File: src/rtl/irq_ctrl_pkg.sv
// Shared constants for the interrupt controller.
//   - Register offsets relative to BASE_ADDR
//   - Bit position of the valid flag in the VECTOR register
//   - Largest supported channel count (one bit per channel in 8-bit registers)
package irq_ctrl_pkg;

  localparam logic [2:0] OFF_PEND   = 3'd0;
  localparam logic [2:0] OFF_ENABLE = 3'd1;
  localparam logic [2:0] OFF_MODE   = 3'd2;
  localparam logic [2:0] OFF_VECTOR = 3'd3;
  localparam logic [2:0] OFF_CTRL   = 3'd4;

  localparam int VEC_VALID_BIT = 7;
  localparam int MAX_N_IRQ     = 8;

endpackage

File: src/rtl/irq_sync_edge.sv
// One interrupt source channel: synchroniser chain, previous-sample flop and
// rising-edge detect.
// Ports:
//   clk, reset  - system clock, asynchronous active-low reset
//   raw         - asynchronous flag from the peripheral
//   s           - synchronised flag
//   rise        - high for the cycle where s is 1 and the previous sample was 0
module irq_sync_edge #(
  parameter int SYNC_STAGES = 2
) (
  input  logic clk,
  input  logic reset,
  input  logic raw,
  output logic s,
  output logic rise
);

  logic [SYNC_STAGES-1:0] chain;
  logic                   prev;

  // prev always tracks s regardless of channel mode, so switching a channel
  // into edge mode never sees a stale sample and cannot fake an edge.
  always_ff @(posedge clk or negedge reset) begin
    if (!reset) begin
      chain <= '0;
      prev  <= 1'b0;
    end else begin
      chain <= {chain[SYNC_STAGES-2:0], raw};
      prev  <= chain[SYNC_STAGES-1];
    end
  end

  assign s    = chain[SYNC_STAGES-1];
  assign rise = s & ~prev;

endmodule

File: src/rtl/irq_controller.sv
// Memory-mapped interrupt controller. Latches N_IRQ peripheral flags (edge or
// level per channel), gates them with per-channel and global enables, and
// presents one fixed-priority request (lowest index wins) to the CPU.
// Ports:
//   clk, reset        - system clock, asynchronous active-low reset
//   address/din/dout  - data bus; dout is registered (valid the cycle after r_en)
//   w_en, r_en        - single-cycle strobes
//   src               - raw interrupt flags
//   src_clr           - one-cycle clear pulse per channel to its peripheral
//   irq, irq_id       - registered request and winning channel id
//   irq_ack           - CPU acknowledge of the current irq_id
//
// Bus handshake: w_en and r_en are single-cycle strobes with no ready/stall;
// every strobe inside the window completes on the clock edge it is sampled,
// and read data appears on dout in the following cycle. Strobes outside the
// window are dropped and dout keeps its value.
module irq_controller
  import irq_ctrl_pkg::*;
#(
  parameter int                N_IRQ       = 4,
  parameter int                ADDR_W      = 16,
  parameter logic [ADDR_W-1:0] BASE_ADDR   = 16'h1080,
  parameter int                SYNC_STAGES = 2
) (
  input  logic              clk,
  input  logic              reset,
  input  logic [ADDR_W-1:0] address,
  input  logic [7:0]        din,
  input  logic              w_en,
  input  logic              r_en,
  output logic [7:0]        dout,
  input  logic [N_IRQ-1:0]  src,
  output logic [N_IRQ-1:0]  src_clr,
  output logic              irq,
  output logic [2:0]        irq_id,
  input  logic              irq_ack
);

  logic [N_IRQ-1:0]  s, rise;
  logic [N_IRQ-1:0]  pending, enable, mode;
  logic              gie;
  logic [N_IRQ-1:0]  active, w1c, ack_vec, clr_req;
  logic [ADDR_W-1:0] offset_full;
  logic [2:0]        offset;
  logic              hit, wr, rd;
  logic [2:0]        next_id;
  logic [7:0]        rdata;

  for (genvar i = 0; i < N_IRQ; i++) begin : g_chan
    irq_sync_edge #(.SYNC_STAGES(SYNC_STAGES)) u_sync (
      .clk   (clk),
      .reset (reset),
      .raw   (src[i]),
      .s     (s[i]),
      .rise  (rise[i])
    );
  end

  // Addresses below the base wrap to large offsets, so one compare covers
  // both ends of the window.
  assign offset_full = address - BASE_ADDR;
  assign hit         = (offset_full <= ADDR_W'(OFF_CTRL));
  assign offset      = offset_full[2:0];
  assign wr          = w_en & hit;
  assign rd          = r_en & hit;

  assign w1c = (wr && offset == OFF_PEND) ? din[N_IRQ-1:0] : '0;

  always_comb begin
    ack_vec = '0;
    for (int i = 0; i < N_IRQ; i++)
      ack_vec[i] = irq_ack && irq && (irq_id == 3'(i));
  end

  assign clr_req = w1c | ack_vec;
  assign active  = pending & enable & {N_IRQ{gie}};

  always_comb begin
    next_id = irq_id;
    for (int i = N_IRQ - 1; i >= 0; i--)
      if (active[i]) next_id = 3'(i);
  end

  // Reads see the register values before any same-cycle write lands.
  always_comb begin
    rdata = '0;
    case (offset)
      OFF_PEND:   rdata = 8'(pending);
      OFF_ENABLE: rdata = 8'(enable);
      OFF_MODE:   rdata = 8'(mode);
      OFF_VECTOR: begin
        rdata[VEC_VALID_BIT] = irq;
        rdata[2:0]           = irq_id;
      end
      OFF_CTRL:   rdata[0] = gie;
      default:    rdata = '0;
    endcase
  end

  always_ff @(posedge clk or negedge reset) begin
    if (!reset) begin
      pending <= '0;
      enable  <= '0;
      mode    <= '0;
      gie     <= 1'b0;
      src_clr <= '0;
      irq     <= 1'b0;
      irq_id  <= '0;
      dout    <= '0;
    end else begin
      // Level channels copy s (this also resolves a 0->1 mode switch: pending
      // keeps s at the switching edge). Edge channels: a new edge beats a clear.
      pending <= (~mode & s) | (mode & (rise | (pending & ~clr_req)));
      // Pulse even for level channels so the peripheral drops its flag.
      src_clr <= clr_req & pending;
      irq     <= |active;
      irq_id  <= next_id;
      if (wr && offset == OFF_ENABLE) enable <= din[N_IRQ-1:0];
      if (wr && offset == OFF_MODE)   mode   <= din[N_IRQ-1:0];
      if (wr && offset == OFF_CTRL)   gie    <= din[0];
      if (rd) dout <= rdata;
    end
  end

endmodule

File: config.mk
export PLATFORM = sky130hd
export DESIGN_NAME = irq_controller
export DESIGN_NICKNAME = d
export VERILOG_FILES = /design/src/rtl/irq_ctrl_pkg.sv /design/src/rtl/irq_sync_edge.sv /design/src/rtl/irq_controller.sv
export SDC_FILE = /design/constraint.sdc
export NUM_CORES = 1
export LEC_CHECK = 0
export CAP_MARGIN = 10
export CORE_MARGIN = 1.5
export CORE_UTILIZATION = 35
export CTS_CLUSTER_DIAMETER = 50
export DETAILED_ROUTE_END_ITERATION = 7
export GPL_ROUTABILITY_DRIVEN = 0
export PLACE_DENSITY_LB_ADDON = 0.3
export SLEW_MARGIN = 20
export SYNTH_ARGS = -nofsm -noshare
export SYNTH_HDL_FRONTEND = slang
export SYNTH_SLANG_ARGS = --single-unit
File: constraint.sdc
create_clock -name clk -period 1.76 [get_ports clk]
set_clock_uncertainty 0.15 [all_clocks]
set_input_delay 0.352 -clock clk [delete_from_list [all_inputs] [get_ports clk]]
set_output_delay 0.352 -clock clk [all_outputs]
set_load 0.02 [all_outputs]
==> impl_metrics.toml <==
[route]
postRouteAntennaNets = 0
drc = 0
routed_wl_mm = 4.10
first_iter_violations = 52
via_per_inst = 4.82
wl_met2_mm = 1.86
wl_met1_mm = 2.02
vias = 1374
wl_met3_um = 135
post_drt_wl_per_cell_um = 14.4
routed.top_layer = "met4"
drtPass1Iterations = 4

[cts]
cts_root_buf = "clkbuf_8"
clk_latency_ns = 0.29
cts.path.max_buffers = 2
cts_made_buffers = 5
tritoncts = "built"
ctsHtreeMaxLevel = 2
path_clk_slew_ns = 0.07
cts_num_sinks = 37

[run]
drv_cap = 0

[synthesis]
yosysUniqueCellTypes = 38
synth_edf_count = 0
yosysSeqAreaShare = 0.527
synth_warnings = 0
synth-seq-cells = 37
yosysTopAreaCell = "dfrtp_1"
syn-cell-area_um2 = 1760
async_reset_ff_frac = 1.00
synth_top_area_share = 0.527
yosysMostFrequentCell = "dfrtp_1"
syn_inst = 154
synth_area_leaders = "dfrtp_1, mux2_2, nand2_1, nand3_1, nor3_4"
ys.flop_type = "dfrtp_1"
ys_top_cells_by_count = "dfrtp_1, nand2_1, mux2_2, nand3_1, o21ai_0"
avgSynthCellArea_um2 = 11.4

[worst_setup_path]
critPathKind = "reg2out"
cp.arrival_ns = 1.23
critPathRequiredTime_ns = 1.26
startpoint_type = "register"
cp_slowest_stage_delay_ns = 0.60
critPathCaptureType = "output port"
ff2ff_path_depth = 3
cp_top_family = "buffers and inverters"
crit_chain = "clkdlybuf4s50_1"
cp.depth = 1
critPathMaxFanout = 1
cpMaxStageDelayCell = "clkdlybuf4s50_1"
cp_num_buf_inv = 1

[global_route]
antenna_found_initial = 0
first_global_vias = 1346
track_usage = 0.171
grt_max_degree = 38
grt_pass1_wl_mm = 6.71
grt_overflow = 0

[die]
start_util = 0.367
core_area_um2 = 4790
die_area_um2 = 5460
io_pins = 49
die-height_um = 73.9
num_rows = 25
die_x_um = 73.9

[sta]
setup_viol = 0
max_freq_mhz = 579
slew_violations = 0
setup-tns-final_ns = 0
period_needed_ns = 1.73
hold_viol = 0
rsz0062_at_grt = "true"
fin_crit_sh = 0.981

[min_path]
min_path_type = "reg2reg"
hold_depth = 0

[power_and_ir_drop]
p_leak_nw = 1.27
vdd_ir_drop_max_mv = 0.532
powerDensity_nw_per_um2 = 694

[placed_design]
portBuffers = 40
dp_hpwl_mm = 2.97

[layout]
nets = 251
areaGrowthSynthToFinish_pct = 49.8
final_layout_size_suffix_gt1_frac = 0.284
final_util = 0.550
n_antenna_cell = 0

[status]
outcome = "finished, final reports clean"
-- flip-flops by register name (all words and copies together), names as in the netlist --
| register | cells |
|---|---|
| dout | 5 |
| enable | 4 |
| g_chan.u_sync.chain | 8 |
| g_chan.u_sync.prev | 4 |
| gie | 1 |
| irq | 1 |
| irq_id | 2 |
| mode | 4 |
| pending | 4 |
| src_clr | 4 |
-- through the flow --
stage / power (mW) / cells / setup WS (ns) / cell area (um2) / hold WS, ns
floorplan: 0.969 / 157 / -0.180 / 1850 / -0.0936
global placement: 1.09 / 276 / -0.809 / 2450 / 0.184
detailed placement: 1.09 / 276 / -0.846 / 2450 / 0.187
CTS: 1.84 / 285 / 0.00463 / 2590 / 0.203
global route: 1.89 / 285 / -0.0162 / 2630 / 0.210
finish: 1.83 / 285 / 0.0328 / 2630 / 0.200
-- final timing paths --
check,from,end,slack (ns)
hold reg to reg,g_chan[0].u_sync.chain[0],g_chan[0].u_sync.chain[1],0.20
hold / removal,g_chan[0].u_sync.chain[0],g_chan[0].u_sync.chain[1],0.20
max in group asynchronous,reset,enable[3],0.67
setup reg to reg,irq_id[1],dout[1],0.21
setup / recovery,src_clr[1],src_clr[1],0.03
min in group asynchronous,reset,enable[0],0.48
-- placed cells by master (no fill, tap or decap), drive strengths merged, types with 2 or more instances in the layout --
cell           Yosys  final
mux2i              3      3
a21oi              3      3
o21a               3      3
mux2              15     15
nor2b              4      4
nand4              3      3
nor2               4      4
nor3               8      8
o211ai             2      2
dlygate4sd2        0     14
dfrtp             37     37
nand3b             2      2
dlymetal6s2s       0      5
inv                2      2
nand2b             2      2
buf                6     23
conb               1      4
or2                2      2
o21ai              6      6
nor4b              2      2
clkdlybuf4s15      0      4
nand3             10     10
clkbuf             2      7
nand2             25     25
clkdlybuf4s50      0     14
-- where the power goes --
group	switching, mW	total, mW	internal (mW)
Sequential	0.00965	0.878	0.869
Clock	0.293	0.754	0.462
Combinational	0.0931	0.194	0.101
-- cells by family after synthesis --
family / Yosys count / share of synthesized area
other: 1 / 0.00213
and+or+nand+nor: 66 / 0.224
buffers and inverters: 10 / 0.0313
AOI/OAI and AO/OA: 19 / 0.0776
muxes: 19 / 0.126
xor gates and xnor gates: 1 / 0.00498
adders and majority gates: 1 / 0.00712
DFF: 37 / 0.527
-- what timing repair did --
| item | CTS | global route |
|---|---|---|
| hold buffers | 1 | 0 |
| buffers inserted | 1 | 0 |
| endpoints found under the setup margin | 26 | 23 |
| pin swaps | 8 | 6 |
| endpoints found under the hold margin | 37 | 0 |
| gates resized for setup | 36 | 14 |
-- routing by layer --
| layer | up-vias | global-route usage |
|---|---|---|
| met4 | 0 | 0.0802 |
| li1 | 664 | - |
| met2 | 32 | 0.262 |
| met5 | - | 0 |
| met3 | 10 | 0.0343 |
| met1 | 668 | 0.233 |
-- area by class of cell --
| cell class | instances | area (um2) |
|---|---|---|
| Multi-Input combinational cell | 110 | 876 |
| Fill cell | 427 | 2150 |
| Clock inverter | 1 | 30.0 |
| Timing Repair Buffer | 61 | 607 |
| Clock buffer | 7 | 86.3 |
| Tap cell | 67 | 83.8 |
| Sequential cell | 37 | 926 |
| Inverter | 2 | 25.0 |
No activity file was read; power rests on OpenSTA's default activity.
